[src/rtl/dac_seq_pkg.sv]
`default_nettype none
`timescale 1ns/1ps
// ============================================================================
// Module      : dac_seq_pkg
// Description : Shared types and helpers for the DAC cell sequencer.
//               - dac_state_t : sequencer state encoding (OFF/SETTLE/RUN/RAMP)
//               - midscale()  : offset-binary midscale code for a code width
//               - nu_cells()  : unary cell count for a unary segment width
// Revision    : 1.0 - initial release
// ============================================================================
package dac_seq_pkg;

    typedef enum logic [1:0] {
        ST_OFF    = 2'd0,
        ST_SETTLE = 2'd1,
        ST_RUN    = 2'd2,
        ST_RAMP   = 2'd3
    } dac_state_t;

    // Offset-binary zero: only the code MSB set.
    function automatic int unsigned midscale(input int unsigned nbits);
        return 32'd1 << (nbits - 32'd1);
    endfunction

    // A thermometer segment of nmsb bits needs 2^nmsb-1 equal cells.
    function automatic int unsigned nu_cells(input int unsigned nmsb);
        return (32'd1 << nmsb) - 32'd1;
    endfunction

endpackage

`default_nettype wire

[src/rtl/dac_dwa_decoder.sv]
`default_nettype none
`timescale 1ns/1ps
// ============================================================================
// Module      : dac_dwa_decoder
// Description : Unary-segment decoder. Converts the MSB part m of the current
//               code into a cell-select vector and computes the next DWA
//               pointer. Purely combinational; both inputs come from
//               registers in the parent.
//   m      : number of unary cells to switch on (0..NU)
//   p      : rotation pointer, first cell used (0..NU-1)
//   sw_u   : cell select vector (bit i = cell i steered to vout)
//   p_next : (p + m) mod NU
// Revision    : 1.0 - initial release
// ============================================================================
module dac_dwa_decoder #(
    parameter int NMSB   = 4,
    parameter int NU     = 15,
    parameter bit DWA_EN = 1'b1
) (
    input  logic [NMSB-1:0] m,
    input  logic [NMSB-1:0] p,
    output logic [NU-1:0]   sw_u,
    output logic [NMSB-1:0] p_next
);

    localparam logic [NMSB:0] c_NU_X = (NMSB+1)'(NU);

    logic [NU-1:0] w_therm;
    logic [NMSB:0] w_sum;

    // Plain thermometer: cells 0..m-1 on.
    for (genvar i = 0; i < NU; i++) begin : g_therm
        assign w_therm[i] = (m > NMSB'(i));
    end

    if (DWA_EN) begin : g_dwa
        logic [NMSB-1:0] w_rsh;
        // Rotate the thermometer left by p inside an NU-wide ring. The ring is
        // NU (not a power of two) wide, so the wrap is built from two shifts;
        // with p=0 the right shift is NU places and contributes nothing.
        assign w_rsh = NMSB'(NU) - p;
        assign sw_u  = (w_therm << p) | (w_therm >> w_rsh);
    end else begin : g_fixed
        assign sw_u = w_therm;
    end

    // p < NU and m <= NU, so one conditional subtraction is a full modulo.
    // m = NU leaves the pointer where it was.
    assign w_sum  = {1'b0, p} + {1'b0, m};
    assign p_next = (w_sum >= c_NU_X) ? NMSB'(w_sum - c_NU_X) : NMSB'(w_sum);

endmodule

`default_nettype wire

[src/rtl/dac_cell_sequencer.sv]
`default_nettype none
`timescale 1ns/1ps
// ============================================================================
// Module      : dac_cell_sequencer
// Description : Digital front end of the segmented current-steering DAC.
//               Accepts offset-binary samples on a valid/ready handshake,
//               splits each code into unary MSB cells (optionally rotated by
//               data-weighted averaging) and binary LSB cells, and sequences
//               settle / mute / ramp-down so the load never steps abruptly.
//   clk, rst_n     : clock, asynchronous active-low reset
//   en             : level, request DAC active
//   mute           : level, glide to midscale and hold there
//   din/din_valid  : sample input; din_ready high only in RUN while en=1
//   sw_u / sw_ub   : unary cell steer, vout / voutb side
//   sw_b / sw_bb   : binary cell steer, vout / voutb side
//   state          : OFF=0, SETTLE=1, RUN=2, RAMP=3
//   underrun       : RUN, not muted, no valid sample this cycle
// Revision    : 1.0 - initial release
// ============================================================================
module dac_cell_sequencer
    import dac_seq_pkg::*;
#(
    parameter int NBITS         = 8,
    parameter int NMSB          = 4,
    parameter int NLSB          = NBITS - NMSB,
    parameter int SETTLE_CYCLES = 64,
    parameter bit DWA_EN        = 1'b1
) (
    input  logic                      clk,
    input  logic                      rst_n,
    input  logic                      en,
    input  logic                      mute,
    input  logic [NBITS-1:0]          din,
    input  logic                      din_valid,
    output logic                      din_ready,
    output logic [nu_cells(NMSB)-1:0] sw_u,
    output logic [nu_cells(NMSB)-1:0] sw_ub,
    output logic [NLSB-1:0]           sw_b,
    output logic [NLSB-1:0]           sw_bb,
    output logic [1:0]                state,
    output logic                      underrun
);

    localparam int               c_NU          = int'(nu_cells(NMSB));
    localparam int               c_CW          = (SETTLE_CYCLES > 1) ? $clog2(SETTLE_CYCLES) : 1;
    localparam logic [NBITS-1:0] c_MID         = NBITS'(midscale(NBITS));
    localparam logic [NBITS-1:0] c_ONE         = NBITS'(1);
    localparam logic [c_CW-1:0]  c_SETTLE_LOAD = c_CW'(SETTLE_CYCLES - 1);

    dac_state_t       r_state;
    dac_state_t       w_state_nxt;
    logic [NBITS-1:0] r_code;
    logic [NBITS-1:0] w_code_nxt;
    logic [NBITS-1:0] w_code_step;
    logic [NMSB-1:0]  r_ptr;
    logic [NMSB-1:0]  w_ptr_nxt;
    logic [c_CW-1:0]  r_cnt;
    logic [NMSB-1:0]  w_msb;
    logic [NLSB-1:0]  w_lsb;
    logic [c_NU-1:0]  w_cells;
    logic             w_accept;

    assign w_msb    = r_code[NBITS-1:NLSB];
    assign w_lsb    = r_code[NLSB-1:0];
    assign w_accept = din_valid && din_ready;
    assign state    = r_state;

    dac_dwa_decoder #(
        .NMSB   (NMSB),
        .NU     (c_NU),
        .DWA_EN (DWA_EN)
    ) u_dwa (
        .m      (w_msb),
        .p      (r_ptr),
        .sw_u   (w_cells),
        .p_next (w_ptr_nxt)
    );

    // ---------------------------------------------------------------- FSM: state register
    always_ff @(posedge clk or negedge rst_n) begin
        if (!rst_n) begin
            r_state <= ST_OFF;
        end else begin
            r_state <= w_state_nxt;
        end
    end

    // ---------------------------------------------------------------- FSM: next state
    always_comb begin
        w_state_nxt = r_state;
        unique case (r_state)
            ST_OFF: begin
                if (en) w_state_nxt = ST_SETTLE;
            end
            ST_SETTLE: begin
                if (!en)              w_state_nxt = ST_OFF;
                else if (r_cnt == '0) w_state_nxt = ST_RUN;
            end
            ST_RUN: begin
                if (!en) w_state_nxt = ST_RAMP;
            end
            ST_RAMP: begin
                // en is deliberately ignored here: the ramp always completes.
                if (r_code == c_MID) w_state_nxt = ST_OFF;
            end
            default: w_state_nxt = ST_OFF;
        endcase
    end

    // ---------------------------------------------------------------- FSM: outputs
    always_comb begin
        din_ready = 1'b0;
        underrun  = 1'b0;
        sw_u      = '0;
        sw_ub     = '0;
        sw_b      = '0;
        sw_bb     = '0;
        // Ready drops combinationally with en so a sample offered on the same
        // cycle en falls is never taken.
        if (r_state == ST_RUN && en) begin
            din_ready = 1'b1;
            underrun  = !mute && !din_valid;
        end
        // In OFF both halves of every switching pair are open.
        if (r_state != ST_OFF) begin
            sw_u  = w_cells;
            sw_ub = ~w_cells;
            sw_b  = w_lsb;
            sw_bb = ~w_lsb;
        end
    end

    // ---------------------------------------------------------------- code datapath
    // One-LSB glide toward midscale, used by mute and ramp-down.
    always_comb begin
        w_code_step = r_code;
        if (r_code > c_MID) begin
            w_code_step = r_code - c_ONE;
        end else if (r_code < c_MID) begin
            w_code_step = r_code + c_ONE;
        end
    end

    always_comb begin
        w_code_nxt = r_code;
        unique case (r_state)
            ST_OFF, ST_SETTLE: begin
                w_code_nxt = c_MID;
            end
            ST_RUN: begin
                // The cycle en falls already takes the first ramp step, so
                // RAMP is entered one LSB closer to midscale. Muted samples
                // are accepted and discarded.
                if (!en || mute) begin
                    w_code_nxt = w_code_step;
                end else if (w_accept) begin
                    w_code_nxt = din;
                end
            end
            ST_RAMP: begin
                w_code_nxt = w_code_step;
            end
            default: w_code_nxt = c_MID;
        endcase
    end

    always_ff @(posedge clk or negedge rst_n) begin
        if (!rst_n) begin
            r_code <= c_MID;
            r_ptr  <= '0;
            r_cnt  <= '0;
        end else begin
            r_code <= w_code_nxt;
            // The pointer advances by the cells driven this cycle, so every
            // cell carries the same average load over time.
            if (r_state != ST_OFF) begin
                r_ptr <= w_ptr_nxt;
            end
            if (r_state == ST_OFF && en) begin
                r_cnt <= c_SETTLE_LOAD;
            end else if (r_state == ST_SETTLE && r_cnt != '0) begin
                r_cnt <= r_cnt - c_CW'(1);
            end
        end
    end

endmodule

`default_nettype wire
[config.mk]
export PLATFORM = sky130hd
export DESIGN_NAME = dac_cell_sequencer
export DESIGN_NICKNAME = d
export VERILOG_FILES = /design/src/rtl/dac_seq_pkg.sv /design/src/rtl/dac_dwa_decoder.sv /design/src/rtl/dac_cell_sequencer.sv
export SDC_FILE = /design/constraint.sdc
export NUM_CORES = 1
export LEC_CHECK = 0
export ABC_AREA = 1
export CAP_MARGIN = 20
export CORE_ASPECT_RATIO = 1.75
export CORE_MARGIN = 2
export CORE_UTILIZATION = 35
export CTS_CLUSTER_DIAMETER = 50
export DETAILED_ROUTE_END_ITERATION = 10
export HOLD_SLACK_MARGIN = 0.15
export SETUP_SLACK_MARGIN = 0.1
export SLEW_MARGIN = 20
export SYNTH_ARGS = -nofsm -noshare
export SYNTH_HDL_FRONTEND = slang
export SYNTH_HIERARCHICAL = 1
export SYNTH_SLANG_ARGS = --single-unit
[constraint.sdc]
create_clock -name clk -period 2.3 [get_ports clk]
set_input_delay 0.46 -clock clk [delete_from_list [all_inputs] [get_ports clk]]
set_output_delay 0.46 -clock clk [all_outputs]
set_load 0.02 [all_outputs]
Word level (Yosys, flattened, before mapping)
Cells that the tools add are included.
- register bits: 20
- output and inout bits: 42
- word-level logic and storage cells: 78
- $add $sub $neg: 6
- $lt $le $gt $ge: 18
- equal/unequal tests: 9
- shifts and indexed selects: 2
- mux-type cells: 20
- bitwise gates (word level): 3
- reduce and logical (&&, ||, !) cells: 16
- operators with widths (operator ; count):
    two-way mux 8 bit ; 4
    two-way mux 15 bit ; 2
    > comparator 4 bit (second input constant) ; 7
    case mux 8 bit (3 select lines) ; 1
    > comparator 4 x 3 -> 1 bit (second input constant) ; 4
    inverter 15 bit ; 1
    bitwise OR 15 bit ; 1
    left shift 15 x 4 -> 15 bit ; 1
    right shift 15 x 4 -> 15 bit ; 1
    two-way mux 4 bit ; 3
    two-way mux 6 bit ; 2
    two-way mux 2 bit ; 5
    adder 8 x 1 -> 8 bit (second input constant) ; 1
    == test 8 bit (second input constant) ; 1
    > comparator 4 x 1 -> 1 bit (second input constant) ; 2
    > comparator 4 x 2 -> 1 bit (second input constant) ; 2
    > comparator 8 bit (second input constant) ; 1
    < comparator 8 bit (second input constant) ; 1
    case mux 2 bit (4 select lines) ; 1
    subtractor 8 x 1 -> 8 bit (second input constant) ; 1
    zero test 6 bit ; 1
    inequality test 2 bit (second input constant) ; 3
    nonzero test 6 bit ; 1
    subtractor 6 x 1 -> 6 bit (second input constant) ; 1
    17 further kinds ; 26

Logic depth before layout (Yosys ltp)
- word-level depth: 7
- gate-level depth with buffers: 12
- depth with buffers taken out: 12

Modules after synthesis
Netlist, hierarchy kept.
- by module, submodules not included (module ; times used ; cells each ; area an instance (sq um)):
    dac_cell_sequencer ; 1 ; 271 ; 1739.2
    dac_dwa_decoder ; 1 ; 214 ; 1021.0

Worst setup path after synthesis
Ideal clock, no wire load.
- kind: register to register
- start point: reg r_code[4]
- end point: reg r_ptr[0]
- arrival: 2.002 ns
- data required time: 2.235 ns
- slack: 0.233 ns
- stages on the path, launching flop included: 12
- path buffers: 0
- period minus slack after synthesis: 2.067 ns
- cells stage by stage: dfrtp_1 -> ha_1 -> fa_1 -> ha_1 -> inv_1 -> nor2_1 -> nand3_1 -> nand3_1 -> nand2_1 -> nand2_1 -> nand2_1 -> nand2_1
- longest elaborated chain between the ends: 3
- ends and longest elaborated chain (what ; RTL line ; source):
    start: declaration ; dac_cell_sequencer.sv:52 ; logic [NBITS-1:0] r_code;
    start signal: assignment ; dac_cell_sequencer.sv:169 ; r_code <= c_MID;
    start signal: assignment ; dac_cell_sequencer.sv:173 ; r_code <= w_code_nxt;
    adder 4 x 4 -> 5 bit (*) ; dac_dwa_decoder.sv:49 ; assign w_sum = {1'b0, p} + {1'b0, m};
    subtractor 4 bit / >= comparator 5 x 4 -> 1 bit (equally long branches) ; dac_dwa_decoder.sv:50 ; assign p_next = (w_sum >= c_NU_X) ? NMSB'(w_sum - c_NU_X) : NMSB'(w_sum);
    two-way mux 4 bit (*) ; dac_dwa_decoder.sv:50 ;
    named net w_ptr_nxt[0] ; dac_cell_sequencer.sv:56 ; logic [NMSB-1:0] w_ptr_nxt;
    end signal: assignment ; dac_cell_sequencer.sv:177 ; r_ptr <= w_ptr_nxt;
    end: declaration ; dac_cell_sequencer.sv:55 ; logic [NMSB-1:0] r_ptr;
The timed path passes the listed nets; every way through them passes the cells marked *.
A chain may end at the register's enable or synchronous reset.

Final worst setup path
- start point: reg r_code[7]
- end point: out sw_u[12]
- longest elaborated chain between the ends: 4
- ends and longest elaborated chain (what ; RTL line ; source):
    > comparator 4 x 1 -> 1 bit (tied with other cells) ; dac_dwa_decoder.sv:33 ; assign w_therm[i] = (m > NMSB'(i));
    left shift 15 x 4 -> 15 bit / right shift 15 x 4 -> 15 bit (equally long branches) ; dac_dwa_decoder.sv:42 ; assign sw_u = (w_therm << p) | (w_therm >> w_rsh);
    bitwise OR 15 bit (*) ; dac_dwa_decoder.sv:42 ;
    named net w_cells[12] ; dac_cell_sequencer.sv:60 ; logic [c_NU-1:0] w_cells;
    two-way mux 15 bit (*) ; dac_cell_sequencer.sv:125 ; if (r_state != ST_OFF) begin
    end: declaration ; dac_cell_sequencer.sv:36 ; output logic [nu_cells(NMSB)-1:0] sw_u,
Marks and branches as above.

==> results.py <==
metrics = {
    "detailed_routing": {
        "wl_per_cell_um": 14.0,
        "ant_nets": 0,
        "first_pass_iters": 4,
        "vias": 3456,
        "first_iter_violations": 122,
        "vias_per_cell": 5.15,
        "routed_wl_um": 9390,
        "drc_errors": 0,
    },
    "cts": {
        "cts_buffers": 3,
        "clk_path_buf_depth": 2,
        "clkTransAtPathRegs_ns": 0.06,
        "holdBufCountCts": 0,
        "cts_tree": "yes",
        "cts.sinks": 20,
        "htreeDepth": 1,
        "worstSkewPairLatency_ns": 0.26,
        "cts-root-buf": "clkbuf_16",
    },
    "yosys": {
        "syn_nets": 508,
        "synth_ff_type": "dfrtp_1",
        "netlist_area_mm2": 0.00276,
        "syn_inst": 485,
        "yosysMostFrequentCell": "nand2_1",
        "synthTopCellsByCount": "nand2_1, nand3_1, nor2_1",
        "yosysSeqAreaShare_pct": 18.2,
        "synth_edf_count": 0,
        "yosys_register_bits": 20,
        "avgSynthCellArea_um2": 5.69,
        "synth.area.top_cells": "nand2_1, nand3_1, dfrtp_1",
        "yosys_warnings": 6,
        "ys_async_sr_fraction_pct": 100,
        "synth_top_area_cell": "nand2_1",
        "ys_types": 41,
        "synth_top_area_share_pct": 20.4,
    },
    "timing": {
        "max_freq_ghz": 0.413,
        "finalSetupViolCount": 9,
        "worst_slack_ns": -0.123,
        "period_share_pct": 105,
        "fin_tns_setup_ns": -0.462,
        "slew_violations": 0,
        "rsz0062_at_grt": "true",
        "skew_ns": 0.00330,
        "tightest_slew_ns": 0.368,
        "maxSlewHeadroom_pct": 75.5,
        "final_hold_viol_count": 0,
        "min_period_ns": 2.42,
    },
    "cells_and_area": {
        "drive_gt1_share_pct": 38.9,
        "nets": 607,
        "postLayoutCoreUtil_pct": 56.8,
        "n_antenna_cell": 0,
        "syn_to_final_growth_pct": 56.8,
    },
    "power": {
        "p_comb_share_pct": 84.4,
        "p_leak_nw": 2.26,
        "switching_power_mw": 4.13,
        "p_per_area_mw_per_mm2": 1760,
        "switching_share_pct": 54.3,
        "ir_drop_uv": 1010,
        "p_int_mw": 3.48,
        "p_clk_share_pct": 6.5,
        "p_seq_share_pct": 9.1,
    },
    "global_routing": {
        "overflow": 0,
        "grt_pass1_wl_um": 15000,
        "grt.total_usage_pct": 21.8,
        "grt_max_degree": 23,
        "grt_pass1_vias": 3307,
        "antenna_found_initial": 0,
    },
    "setup_path": {
        "crit_path_end_kind": "output pin",
        "crit_path_start_kind": "register",
        "r2r_setup_slack_ns": 0.15,
        "cp_max_fo": 4,
        "path_class": "reg2out",
        "arrival_ns": 1.96,
        "crit_required_ns": 1.84,
    },
    "flow_run": {
        "max-cap-violations": 0,
    },
    "placed_design": {
        "port_buffers": 54,
        "place.gp.congestion": 0.885,
        "dpl.hpwl_um": 7150,
    },
    "floorplan": {
        "die_y_um": 121,
        "die_area_mm2": 0.00864,
        "start_util_pct": 36.2,
        "fp.coreArea_mm2": 0.00762,
        "die_width_um": 71.1,
        "top_level_ports": 55,
        "row_count": 42,
    },
    "worst_hold_path": {
        "hold_class": "reg2reg",
    },
    "outcome": {
        "violations": "setup timing",
        "outcome": "complete, but fails checks",
    },
}
sequential cells by signal (all words and copies together), names as in the netlist, named ones only:
| name | count |
|---|---|
| state | 1 |
| r_code | 8 |
| r_cnt | 6 |
| r_ptr | 4 |
routing by layer:
layer	vias up	share of wire, %	global-route usage, %
li1	1756	-	-
met1	1596	36	20.5
met2	81	57	43.1
met3	23	2.3	1.25
met4	0	5.4	14.9
met5	-	0	0
cells in the final DEF (no fill, tap or decap), types with 2 or more instances in the layout:
master / count
buf_6: 16
nor2_8: 2
nor3_1: 2
ha_1: 7
dlygate4sd2_1: 8
nand2_4: 5
clkinv_1: 2
nand2_1: 121
a21oi_2: 3
nor2_1: 48
o21ai_1: 3
clkbuf_16: 3
nand3_4: 5
xnor2_1: 2
nand3_2: 37
a21oi_4: 2
nand3_1: 56
o21ai_2: 4
nor2_4: 8
buf_12: 4
inv_4: 2
clkdlybuf4s50_1: 14
o21ai_0: 7
a21oi_1: 5
inv_1: 47
nand4_1: 10
nor2_2: 14
buf_4: 65
inv_2: 10
dfrtp_1: 14
dfrtp_2: 5
dlymetal6s2s_1: 2
nand2_2: 33
cell families after synthesis:
family | after synthesis | synth area share, %
AND/OR/NAND/NOR | 344 | 56.8
buffers and inverters | 78 | 12.1
AO/OA/AOI/OAI | 30 | 7.21
flip-flops | 20 | 18.2
adder cells (fa/ha/maj) | 10 | 4.81
XOR/XNOR | 3 | 0.952
layout make-up:
class,count,area [um2]
Clock buffer,3,75.1
Clock inverter,1,30.0
Fill cell,744,3290
Inverter,62,239
Multi-Input combinational cell,387,2350
Sequential cell,20,508
Tap cell,88,110
Timing Repair Buffer,110,1020
repair_timing:
item	in CTS	in global routing
buffers inserted	11	4
pin swaps	37	42
gates resized for setup	215	77
setup endpoints to repair	42	35
gates cloned	1	0
worst paths after layout:
kind,startpoint,endpoint,depth (start not counted)
max reg2reg,r_code[4]$_DFFE_PN0P_,r_ptr[1]$_DFFE_PN0N_,12
max in group asynchronous,rst_n,r_code[7]$_DFFE_PN1P_,2
min in group asynchronous,rst_n,r_code[3]$_DFFE_PN0P_,2
min,r_cnt[0]$_DFFE_PN0P_,r_cnt[0]$_DFFE_PN0P_,2
max,r_code[7]$_DFFE_PN1P_,sw_u[12],11
min reg2reg,r_cnt[0]$_DFFE_PN0P_,r_cnt[0]$_DFFE_PN0P_,2
power groups by stage:
stage               clock [mW]  combinational (mW)  sequential [mW]
floorplan                    0                3.49            0.666
global placement             0                5.59            0.659
detailed placement           0                5.62            0.663
CTS                      0.508                5.86            0.676
global route             0.518                7.00            0.720
finish                   0.493                6.42            0.694
critical path: stages (launching register included):
cell     delay (ns)
dfstp_2        0.62
nand2_4        0.09
nor2_4         0.14
nand2_2        0.09
nand2_1        0.10
nand2_2        0.07
nand3_2        0.10
nand3_2        0.11
nand2_2        0.11
inv_1          0.04
nor2_1         0.09
buf_4          0.14
through the flow:
| stage | total power, mW | instance area, um2 | setup slack, ns | hold slack, ns | instances |
|---|---|---|---|---|---|
| 4_1_cts | 7.04 | 4000 | -0.0832 | 0.493 | 667 |
| 6_report | 7.61 | 4330 | -0.123 | 0.496 | 671 |
| 3_5_place_dp | 6.29 | 3660 | -0.426 | 0.479 | 651 |
| 5_1_grt | 8.24 | 4330 | -0.220 | 0.509 | 671 |
| 3_3_place_gp | 6.25 | 3660 | -0.469 | 0.467 | 651 |
| 2_1_floorplan | 4.16 | 2760 | 0.233 | 0.164 | 485 |
Power figures use the tool's default switching activity.
